`config.mk`:
```
export PLATFORM = sky130hd
export DESIGN_NAME = remote_cmd_sender_flat
export DESIGN_NICKNAME = d
export VERILOG_FILES = /design/src/rtl/remote_cmd_sender_if.sv /design/src/rtl/remote_cmd_sender.sv /design/src/flat_wrapper.sv
export SDC_FILE = /design/constraint.sdc
export NUM_CORES = 1
export LEC_CHECK = 0
export CORE_AREA = 2 2 74 76
export CTS_CLUSTER_DIAMETER = 50
export DETAILED_ROUTE_END_ITERATION = 6
export DIE_AREA = 0 0 76 78
export PLACE_DENSITY = 0.8
export SETUP_SLACK_MARGIN = 0.3
export SLEW_MARGIN = 20
export SYNTH_ARGS = -nofsm -noshare
export SYNTH_HDL_FRONTEND = slang
export SYNTH_SLANG_ARGS = --single-unit
```
`constraint.sdc`:
```
create_clock -name clk -period 4.01 [get_ports clk]
set_input_delay 0.401 -clock clk [delete_from_list [all_inputs] [get_ports clk]]
set_output_delay 0.401 -clock clk [all_outputs]
set_load 0.02 [all_outputs]
```
`src/rtl/remote_cmd_sender_if.sv`:
```
// Request, UART TX/RX handshake and response signals of the remote command
// sender. The master modport is the sender itself; the slave modport is the
// surrounding control logic and UART pair.
interface remote_cmd_sender_if;
    logic        snd_cmd;
    logic [7:0]  cmd;
    logic [15:0] data;
    logic        tx_done;
    logic        rx_rdy;
    logic [7:0]  rx_data;
    logic [7:0]  tx_data;
    logic        trmt;
    logic        clr_rx_rdy;
    logic [7:0]  resp;
    logic        resp_rdy;
    logic        pos_ack;
    logic        tmo;
    logic        busy;

    modport master (
        input  snd_cmd, cmd, data, tx_done, rx_rdy, rx_data,
        output tx_data, trmt, clr_rx_rdy, resp, resp_rdy, pos_ack, tmo, busy
    );

    modport slave (
        output snd_cmd, cmd, data, tx_done, rx_rdy, rx_data,
        input  tx_data, trmt, clr_rx_rdy, resp, resp_rdy, pos_ack, tmo, busy
    );
endinterface

```
`src/rtl/remote_cmd_sender.sv`:
```
// Remote-side initiator of the 24-bit command protocol: sends cmd, data[15:8],
// data[7:0] over the UART, then waits for a one-byte response (A5 = positive
// ack, or battery level) or gives up after 2^TMO_WIDTH-1 cycles of silence.
module remote_cmd_sender #(
    parameter int unsigned TMO_WIDTH = 9
) (
    input  logic                 clk,
    input  logic                 rst_n,
    remote_cmd_sender_if.master  bus
);

    typedef enum logic [2:0] {
        IDLE,
        TX_CMD,
        TX_HI,
        TX_LO,
        WAIT_RESP
    } state_t;

    localparam logic [7:0] POS_ACK_BYTE = 8'hA5;

    state_t               state_q,      state_d;
    logic [TMO_WIDTH-1:0] timer_q,      timer_d;
    logic [15:0]          data_q,       data_d;
    logic [7:0]           tx_data_q,    tx_data_d;
    logic [7:0]           resp_q,       resp_d;
    logic                 trmt_q,       trmt_d;
    logic                 clr_rx_rdy_q, clr_rx_rdy_d;
    logic                 resp_rdy_q,   resp_rdy_d;
    logic                 pos_ack_q,    pos_ack_d;
    logic                 tmo_q,        tmo_d;
    logic                 busy_q,       busy_d;

    // State, timer, latched payload and all registered outputs.
    always_ff @(posedge clk or negedge rst_n) begin
        if (!rst_n) begin
            state_q      <= IDLE;
            timer_q      <= '0;
            data_q       <= '0;
            tx_data_q    <= '0;
            resp_q       <= '0;
            trmt_q       <= 1'b0;
            clr_rx_rdy_q <= 1'b0;
            resp_rdy_q   <= 1'b0;
            pos_ack_q    <= 1'b0;
            tmo_q        <= 1'b0;
            busy_q       <= 1'b0;
        end else begin
            state_q      <= state_d;
            timer_q      <= timer_d;
            data_q       <= data_d;
            tx_data_q    <= tx_data_d;
            resp_q       <= resp_d;
            trmt_q       <= trmt_d;
            clr_rx_rdy_q <= clr_rx_rdy_d;
            resp_rdy_q   <= resp_rdy_d;
            pos_ack_q    <= pos_ack_d;
            tmo_q        <= tmo_d;
            busy_q       <= busy_d;
        end
    end

    // Next-state and next-output logic; pulses default low, held values default to hold.
    always_comb begin
        state_d      = state_q;
        timer_d      = timer_q;
        data_d       = data_q;
        tx_data_d    = tx_data_q;
        resp_d       = resp_q;
        trmt_d       = 1'b0;
        clr_rx_rdy_d = 1'b0;
        resp_rdy_d   = 1'b0;
        pos_ack_d    = 1'b0;
        tmo_d        = 1'b0;
        busy_d       = busy_q;

        case (state_q)
            IDLE: begin
                // A byte waiting in IDLE belongs to no transaction: drop it.
                if (bus.rx_rdy) begin
                    clr_rx_rdy_d = 1'b1;
                end
                // The opcode goes straight into tx_data, so only data needs its own latch.
                if (bus.snd_cmd) begin
                    data_d    = bus.data;
                    tx_data_d = bus.cmd;
                    trmt_d    = 1'b1;
                    busy_d    = 1'b1;
                    state_d   = TX_CMD;
                end
            end

            TX_CMD: begin
                if (bus.tx_done) begin
                    tx_data_d = data_q[15:8];
                    trmt_d    = 1'b1;
                    state_d   = TX_HI;
                end
            end

            TX_HI: begin
                if (bus.tx_done) begin
                    tx_data_d = data_q[7:0];
                    trmt_d    = 1'b1;
                    state_d   = TX_LO;
                end
            end

            TX_LO: begin
                if (bus.tx_done) begin
                    timer_d = '0;
                    state_d = WAIT_RESP;
                end
            end

            WAIT_RESP: begin
                // Response is checked first so it wins over a simultaneous timeout.
                if (bus.rx_rdy) begin
                    resp_d       = bus.rx_data;
                    resp_rdy_d   = 1'b1;
                    clr_rx_rdy_d = 1'b1;
                    pos_ack_d    = (bus.rx_data == POS_ACK_BYTE);
                    busy_d       = 1'b0;
                    state_d      = IDLE;
                end else if (&timer_q) begin
                    tmo_d   = 1'b1;
                    busy_d  = 1'b0;
                    state_d = IDLE;
                end else begin
                    timer_d = timer_q + TMO_WIDTH'(1);
                end
            end

            default: begin
                busy_d  = 1'b0;
                state_d = IDLE;
            end
        endcase
    end

    assign bus.tx_data    = tx_data_q;
    assign bus.trmt       = trmt_q;
    assign bus.clr_rx_rdy = clr_rx_rdy_q;
    assign bus.resp       = resp_q;
    assign bus.resp_rdy   = resp_rdy_q;
    assign bus.pos_ack    = pos_ack_q;
    assign bus.tmo        = tmo_q;
    assign bus.busy       = busy_q;

endmodule

```
`src/flat_wrapper.sv`:
```
// flat-port wrapper written by rule: the top's interface ports become plain ports
module remote_cmd_sender_flat 
#(
    parameter int unsigned TMO_WIDTH = 9
)
  (clk, rst_n, bus_snd_cmd, bus_cmd, bus_data, bus_tx_done, bus_rx_rdy, bus_rx_data, bus_tx_data, bus_trmt, bus_clr_rx_rdy, bus_resp, bus_resp_rdy, bus_pos_ack, bus_tmo, bus_busy);
  remote_cmd_sender_if bus_i ();
  input  logic clk;
  input  logic rst_n;
  input wire logic [$bits(bus_i.snd_cmd)-1:0] bus_snd_cmd;
  input wire logic [$bits(bus_i.cmd)-1:0] bus_cmd;
  input wire logic [$bits(bus_i.data)-1:0] bus_data;
  input wire logic [$bits(bus_i.tx_done)-1:0] bus_tx_done;
  input wire logic [$bits(bus_i.rx_rdy)-1:0] bus_rx_rdy;
  input wire logic [$bits(bus_i.rx_data)-1:0] bus_rx_data;
  output wire logic [$bits(bus_i.tx_data)-1:0] bus_tx_data;
  output wire logic [$bits(bus_i.trmt)-1:0] bus_trmt;
  output wire logic [$bits(bus_i.clr_rx_rdy)-1:0] bus_clr_rx_rdy;
  output wire logic [$bits(bus_i.resp)-1:0] bus_resp;
  output wire logic [$bits(bus_i.resp_rdy)-1:0] bus_resp_rdy;
  output wire logic [$bits(bus_i.pos_ack)-1:0] bus_pos_ack;
  output wire logic [$bits(bus_i.tmo)-1:0] bus_tmo;
  output wire logic [$bits(bus_i.busy)-1:0] bus_busy;
  assign bus_i.snd_cmd = bus_snd_cmd;
  assign bus_i.cmd = bus_cmd;
  assign bus_i.data = bus_data;
  assign bus_i.tx_done = bus_tx_done;
  assign bus_i.rx_rdy = bus_rx_rdy;
  assign bus_i.rx_data = bus_rx_data;
  assign bus_tx_data = bus_i.tx_data;
  assign bus_trmt = bus_i.trmt;
  assign bus_clr_rx_rdy = bus_i.clr_rx_rdy;
  assign bus_resp = bus_i.resp;
  assign bus_resp_rdy = bus_i.resp_rdy;
  assign bus_pos_ack = bus_i.pos_ack;
  assign bus_tmo = bus_i.tmo;
  assign bus_busy = bus_i.busy;
  remote_cmd_sender #(.TMO_WIDTH(TMO_WIDTH)) u_core (.clk(clk), .rst_n(rst_n), .bus(bus_i));
endmodule
```
# == After elaboration in Yosys (flattened, before gate mapping) ==
# Cells that the tools add are included.
# totals
register_bits,50
latchBits,0
wordCells,68
mem_count,0
mem_bits_rw,0
romBits,0
output_inout_bits,22
# op_classes
multipliers,0
addsub,1
shift,0
div,0
n_reduce_logical,13
muxes,30
magnitude_cmp,0
n_bitwise,1
n_eq_ne,12
# op_table
op,n
$mux W9,3
$mux W8,3
$pmux W8 S3,1
$mux W3,6
$pmux W9 S2,1
$pmux W3 S5,1
$mux W1,13
$ne A2 B2 Y1 const B,6
$add A9 B1 Y9 const B,1
$reduce_and A9 Y1,1
$eq A8 B8 Y1 const B,1
$reduce_and A4 Y1,2
$eq A3 B2 Y1 const B,2
$reduce_and A5 Y1,1
$reduce_and A2 Y1,2
$reduce_or A2 Y1,2
$eq A3 B1 Y1 const B,1
$eq A3 B3 Y1 const B,1
$logic_not A3 Y1,1
$ne A3 B2 Y1 const B,1
$pmux W1 S3,1
$reduce_and A3 Y1,1
$reduce_bool A3 Y1,1
$reduce_or A3 Y1,1
other kinds (3),3

# == Logic depth before layout (Yosys ltp) ==
# Gate-level depths: netlist of run 1.
# depth
word_depth,4
mapped_depth,8
mapped_depth_nobuf,7

# == Least setup slack after synthesis of run 1 ==
# Ideal clock, no wire load.
# synth_timing
path_kind,register to register
start,register u_core.timer_q[0]
end,register u_core.timer_q[6]
path_buffers,0
stages_incl_launch_ff,8
path_slack_ps,1996
synth_period_minus_slack_ps,2014
arrival_ps,1931
cell_sequence,dfrtp_1 -> ha_1 -> and2_1 -> and3_1 -> ha_1 -> or3_4 -> or3_1 -> o21ai_0
# synth_via
elab_chain_len,4
# synth_lines
element,line_no,source
from (decl),remote_cmd_sender.sv:23,"logic [TMO_WIDTH-1:0] timer_q, timer_d;"
from (signal assigned),remote_cmd_sender.sv:50,timer_q <= timer_d;
$add A9 B1 Y9,remote_cmd_sender.sv:130,timer_d = timer_q + TMO_WIDTH'(1);
$mux W9,remote_cmd_sender.sv:125,end else if (&timer_q) begin
$mux W9,remote_cmd_sender.sv:118,if (bus.rx_rdy) begin
$pmux W9 S2,remote_cmd_sender.sv:77,case (state_q)
# Parallel ways exist; a longest one is shown, timed or not. The select of a mux whose other input is x is not followed.
# A chain may end at the register's enable or synchronous reset.

# == Final worst setup path of run 1 ==
# layout_timing
start,register u_core.state_q[2]
end,register u_core.timer_q[2]
# layout_via
elab_chain_len,3
# layout_lines
element,line_no,source
from (decl),remote_cmd_sender.sv:22,"state_t state_q, state_d;"
from (signal assigned),remote_cmd_sender.sv:49,state_q <= state_d;
$eq A3 B3 Y1 or $eq A3 B2 Y1 (tied branches),remote_cmd_sender.sv:77,
$ne A2 B2 Y1 (no line) or $reduce_bool A2 Y1 (tied branches),-,
$reduce_and A4 Y1 (no line),-,
# Parallel ways exist; a longest one is shown, timed or not.

==> metrics.md, run 1 <==
| Metric | Value |
|---|---|
| Post-DP HPWL | 3.37 mm |
| CP max FO | 20 |
| Reg2Reg Setup Slack | 1.83 ns |
| Area of the multi-input gates | 900 um2 |
| Final setup vio count | 0 |
| Status | complete, no violations |
| Worst r2r path cells | 4 |
| Post-synth top area share | 0.562 |
| Area of the core | 5040 um2 |
| CTS tree | done |
| Top cells by area, synth | dfrtp_1, mux2_2, o2bb2ai_1 |
| Post-Place Setup Slack | 1.85 ns |
| Post-synthesis register bit count | 50 |
| Via count | 1604 |
| Leading area contributor after synthesis | dfrtp_1 |
| Clock Tree Root | clkbuf_8 |
| Max Cap Violations | 0 |
| Setup TNS | 0 ns |
| Post-synth EDFFs | 0 |
| Post-route setup slack | 1.83 ns |
| DRC | 0 |
| Clk sinks | 50 |
| Setup bufs post-CTS | 0 |
| Met3 GRT Util | 0.0419 |
| Register area | 1250 um2 |
| Initial core utilization | 0.441 |
| Post_cts resized | 0 |
| R2R Path Start | u_core.state_q[2]$_DFFE_PN0P_ |
| Std-Cell Rows | 26 |
| Fillers | 447 |
| Met1 Usage GRT | 0.211 |
| Die area | 5930 um2 |
| Slew headroom | 0.587 |
| # IOs | 59 |
| First-pass GRT wire length | 8.07 mm |
| Hold buffers post-CTS | 0 |
| Cell area after synthesis | 2220 um2 |
| GR Overflow Total | 0 |
| Synth Flop Type | dfrtp_1 |
| Cell variety after synth | 39 |
| Die Wd | 76 um |
| Maximum VDD drop | 0.410 mV |
| Asr flop ratio synth | 1.00 |
| Critical Path End Type | register |
| Hold slack | 0.124 ns |
| Final nets | 273 |
| Area growth, synth to finish | 31.2% |
| Critical path required time | 4.18 ns |
| First drt pass iteration count | 4 |
| CP Class | reg2reg |
| Least-Margin Pin Slew | 0.619 ns |
| CTS max path bufs | 2 |
| Leakage | 1.23 nW |
| Placer congestion estimate | 0.733 |
| Crit. Startpoint | u_core.state_q[2]$_DFFE_PN0P_ |
| Min Tclk post-route | 2.18 ns |
| Vias per inst | 5.28 |
| Final ANT Viol Nets | 0 |
| Seq/Total Area, Yosys | 0.562 |
| Syn Nets | 217 |
| Final core utilization | 0.579 |
| H-tree Lvls | 2 |
| RSZ-0062 raised after global routing | false |
| Max-slew violations | 0 |
| Avg Synthesized Cell Area | 12.5 um2 |
| Busiest layer in global routing | met2 |
| Worst-Skew Late Latency | 0.29 ns |
| Fin crit share | 0.543 |
| Die Ht | 78 um |
| Final count of hold timing violations | 0 |
| Total GRT Usage | 0.170 |
| Final WL | 4.63 mm |
| Largest net degree at the start of global routing | 51 |
| Hold WC Path Type | in2async |
| Layout cells sized above 1 | 0.188 |
| Cells after synthesis | 178 |
| DR iter-0 viols | 75 |
| Layout Skew | 0.00337 ns |
| Initial antenna violation count | 0 |
| Met2 Resource Use GR | 0.294 |
| Most frequent cells after synthesis | dfrtp_1, mux2_2, o21ai_0 |
| Synth warn | 0 |
| CP Capture Point | u_core.timer_q[2]$_DFFE_PN0P_ |
| Vias in the first global route | 1710 |
| Diodes inserted | 0 |
| TritonCTS buffer count | 5 |
| Worst-path clk slew | 0.08 ns |
| Reg-to-Reg End | u_core.timer_q[2]$_DFFE_PN0P_ |
| Most numerous cell in the Yosys netlist | dfrtp_1 |
| WP data arrival | 2.35 ns |
| PwrDens | 696 nW/um2 |
| Input/output buffers | 58 |
| Fmax | 0.459 GHz |
| CP startpoint kind | register |
| Drt wl/cell | 15.2 um |
how the worst min path moves through the flow:
stage                                    end                           from  depth (start not counted)  slack, ns
2_1_floorplan    u_core.bus.busy$_DFFE_PN0P_                          rst_n                          0       0.11
3_3_place_gp   u_core.timer_q[7]$_DFFE_PN0P_  u_core.timer_q[7]$_DFFE_PN0P_                          1       0.46
3_5_place_dp   u_core.timer_q[7]$_DFFE_PN0P_  u_core.timer_q[7]$_DFFE_PN0P_                          1       0.47
4_1_cts        u_core.data_q[10]$_DFFE_PN0P_                          rst_n                          1       0.34
5_1_grt        u_core.data_q[13]$_DFFE_PN0P_                          rst_n                          1       0.15
6_report       u_core.data_q[15]$_DFFE_PN0P_                          rst_n                          1       0.12
per-layer routing:
metal,up-vias,wire (um)
li1,765,-
met1,798,2080
met2,36,2300
met3,5,191
met4,0,59
met5,-,0
flip-flops by register name (all words and copies together) (netlist names):
name and count:
u_core.bus.tx_data 8, u_core.bus.tmo 1, u_core.bus.pos_ack 1, u_core.bus.resp 8, u_core.bus.resp_rdy 1, u_core.timer_q 9, u_core.bus.trmt 1, u_core.data_q 16
u_core.state_q 3, u_core.bus.clr_rx_rdy 1, u_core.bus.busy 1
stage by stage:
stage               cells  power, W  area [um2]
floorplan             178   0.00143        2220
global placement      297   0.00174        2840
detailed placement    297   0.00178        2840
CTS                   304   0.00205        2920
global route          304   0.00217        2920
finish                304   0.00203        2920
cells in the final DEF (no fill, tap or decap), drive strengths merged, types with 3 or more instances in the layout:
cell type      instances
inv                    3
a21oi                  5
nand3                  4
and3                   4
a22oi                  8
o21ai                 14
mux2                  32
nor2                   3
buf                    3
o2bb2ai                8
nand2                  8
clkbuf                 7
clkdlybuf4s50         57
dfrtp                 50
critical path, cell delays in order (launching register included):
cell	delay, ns
dfrtp_1	0.74
or3b_1	0.53
o32a_1	0.48
o21ai_0	0.20
o21ai_0	0.11
cell families (layout without fill, tap and decap cells):
kind of cell | Yosys count | after routing | synth area share
flops | 50 | 50 | 0.562
compound gates | 41 | 41 | 0.121
simple gates | 38 | 38 | 0.105
mux | 33 | 33 | 0.166
buf+inv | 14 | 70 | 0.0332
fa+ha+maj | 2 | 2 | 0.0112
area by class of cell:
cell class | count | share of cell area
clock buffers | 7 | 0.0261
multi-input cells | 114 | 0.308
flip-flops and latches | 50 | 0.429
repair buffers | 60 | 0.203
well taps | 70 | 0.0300
inverters | 3 | 0.00386
report_power, final:
part / leakage [nW] / total [W] / internal, W / switching [W]
clock network: 0.0383 / 0.000272 / 0.000120 / 0.000152
registers: 0.626 / 0.000864 / 0.000716 / 0.000147
logic: 0.567 / 0.000895 / 0.000489 / 0.000406
No activity file was read; power rests on OpenSTA's default activity.
==> inputs of run 2 (changes only) <==
==> constraint.sdc (replaced) <==
create_clock -name clk -period 2.1 [get_ports clk]
set_input_delay 0.21 -clock clk [delete_from_list [all_inputs] [get_ports clk]]
set_output_delay 0.21 -clock clk [all_outputs]
set_load 0.02 [all_outputs]
==> run 2 against run 1 <==
Net effect: count of clock-buffer cells in the layout down 2; fmax rose by 17%; sequential share of layout area fell by 3.0 points; clock power increased by 140%; critical path type unchanged; die area did not move; register-to-register slack got worse by 1.6 ns; first-iteration DRC count rose by 77%; largest power group unchanged.
==> metrics.md, run 2 (synthesized netlist as in run 1, its figures left out) <==
| Metric | Value |
|---|---|
| Flip-flop count of the largest register after layout | 16 |
| Final ANT Viol Nets | 0 |
| Critical Path End Type | register |
| H-tree Lvls | 2 |
| # IOs | 59 |
| Largest net degree at the start of global routing | 30 |
| Status | complete, no violations |
| Die Wd | 76 um |
| R2R Path Start | u_core.timer_q[0]$_DFFE_PN0P_ |
| CP Class | reg2reg |
| Placer congestion estimate | 0.759 |
| Crit. Startpoint | u_core.timer_q[0]$_DFFE_PN0P_ |
| Max-slew violations | 0 |
| Met1 Usage GRT | 0.217 |
| Clock Tree Root | clkbuf_8 |
| Fmax | 0.538 GHz |
| CTS tree | done |
| First-pass GRT wire length | 7.79 mm |
| Die area | 5930 um2 |
| Commonest non-fill, non-tap cells in the layout | clkdlybuf4s50_1, dfrtp_1, mux2_2 |
| Worst-path clk slew | 0.09 ns |
| Diodes inserted | 0 |
| Vias per inst | 5.06 |
| Layout cells sized above 1 | 0.284 |
| DP Area | 2940 um2 |
| CP max FO | 3 |
| Largest Register | u_core.data_q |
| Area of the core | 5040 um2 |
| Busiest layer in global routing | met2 |
| Final core utilization | 0.622 |
| Clk sinks | 50 |
| First drt pass iteration count | 4 |
| Area of the multi-input gates | 960 um2 |
| WP data arrival | 2.09 ns |
| DR iter-0 viols | 133 |
| Register area | 1250 um2 |
| Post-DP HPWL | 3.37 mm |
| Maximum VDD drop | 0.792 mV |
| Met2 Resource Use GR | 0.281 |
| Area growth, synth to finish | 41.1% |
| Reg2Reg Setup Slack | 0.24 ns |
| Final nets | 288 |
| RSZ-0062 raised after global routing | true |
| Fillers | 422 |
| Initial core utilization | 0.441 |
| Worst-Skew Late Latency | 0.31 ns |
| DRC | 0 |
| Min Tclk post-route | 1.86 ns |
| Final setup vio count | 0 |
| Post-Layout Cell Count | 320 |
| Hold WC Path Type | in2async |
| Finished Cell Area | 3140 um2 |
| Drt wl/cell | 15.0 um |
| Layout Skew | 0.0120 ns |
| PwrDens | 1330 nW/um2 |
| Initial antenna violation count | 0 |
| Die Ht | 78 um |
| Leakage | 1.34 nW |
| Least-Margin Pin Slew | 0.489 ns |
| GR Overflow Total | 0 |
| Commonest non-fill, non-tap cell in the layout | clkdlybuf4s50_1 |
| CP startpoint kind | register |
| Total GRT Usage | 0.166 |
| Std-Cell Rows | 26 |
| Fin crit share | 0.885 |
| Inst Count DP | 304 |
| Vias in the first global route | 1635 |
| Final count of hold timing violations | 0 |
| CTS max path bufs | 2 |
| Input/output buffers | 58 |
| Final WL | 4.81 mm |
| Slew headroom | 0.674 |
| Max Cap Violations | 0 |
| Setup TNS | 0 ns |
| Met3 GRT Util | 0.0360 |
| Critical path required time | 2.33 ns |
| TritonCTS buffer count | 5 |
| Via count | 1618 |
| Biggest regs | u_core.data_q x16, u_core.timer_q x9 |
[run 2: cell count changes in the layout (fill, tap and decap cells not counted), moves of 2 or more]
| cell | previous run | this run |
|---|---|---|
| buf_4 | 3 | 15 |
| o21ai_0 | 10 | 3 |
| o21ai_1 | 4 | 10 |
| clkbuf_1 | 2 | 0 |
| clkinv_2 | 0 | 2 |
| ha_1 | 2 | 0 |
[run 2: final cells by class]
| type | instances | share of cell area |
|---|---|---|
| clock buffers | 5 | 0.0219 |
| multi-input cells | 114 | 0.306 |
| well taps | 70 | 0.0279 |
| clock inverters | 3 | 0.0128 |
| inverters | 3 | 0.00359 |
| flip-flops and latches | 50 | 0.399 |
| repair buffers | 75 | 0.229 |
[run 2: path summary, 6_finish.rpt]
check                                                  to  depth (start not counted)
min in group clk            u_core.timer_q[7]$_DFFE_PN0P_                          1
max in group asynchronous  u_core.bus.resp[3]$_DFFE_PN0P_                          3
setup reg to reg            u_core.timer_q[6]$_DFFE_PN0P_                          7
hold / removal               u_core.data_q[3]$_DFFE_PN0P_                          2
hold reg to reg             u_core.timer_q[7]$_DFFE_PN0P_                          1
setup / recovery            u_core.timer_q[6]$_DFFE_PN0P_                          7
[run 2: power breakdown]
group | leakage (nW) | switching, W | internal (W)
sequential | 0.625 | 0.000234 | 0.00137
clock | 0.0579 | 0.000313 | 0.000351
combinational | 0.657 | 0.000864 | 0.00104
total | 1.34 | 0.00141 | 0.00276
[run 2: timing repair]
| action | CTS | global route |
|---|---|---|
| pin swaps | 1 | 2 |
| hold buffers | 1 | 0 |
| hold endpoints to repair | 21 | 0 |
| gates resized for setup | 3 | 7 |
| setup endpoints to repair | 9 | 8 |
| buffers inserted | 5 | 2 |
[run 2: worst max-delay path: stages (launching register included)]
cell and delay (ns):
dfrtp_1 0.40, ha_2 0.20, and2_4 0.13, and3_4 0.15, ha_4 0.16, or3_4 0.37, or3_1 0.30, o21ai_1 0.08
[run 2: through the flow]
step | hold slack [ns] | total power, W | setup WS, ns
final | 0.401 | 0.00417 | 0.242
after global routing | 0.450 | 0.00441 | 0.167
after CTS | 0.414 | 0.00417 | 0.260
after detailed placement | 0.201 | 0.00347 | 0.176
after global placement | 0.204 | 0.00342 | 0.217
after floorplan | -0.0856 | 0.00275 | 0.306
[run 2: per-layer routing]
metal / vias to the layer above / part of all wire
li1: 793 / -
met1: 790 / 0.44
met2: 29 / 0.52
met3: 6 / 0.027
met4: 0 / 0.013
met5: - / 0
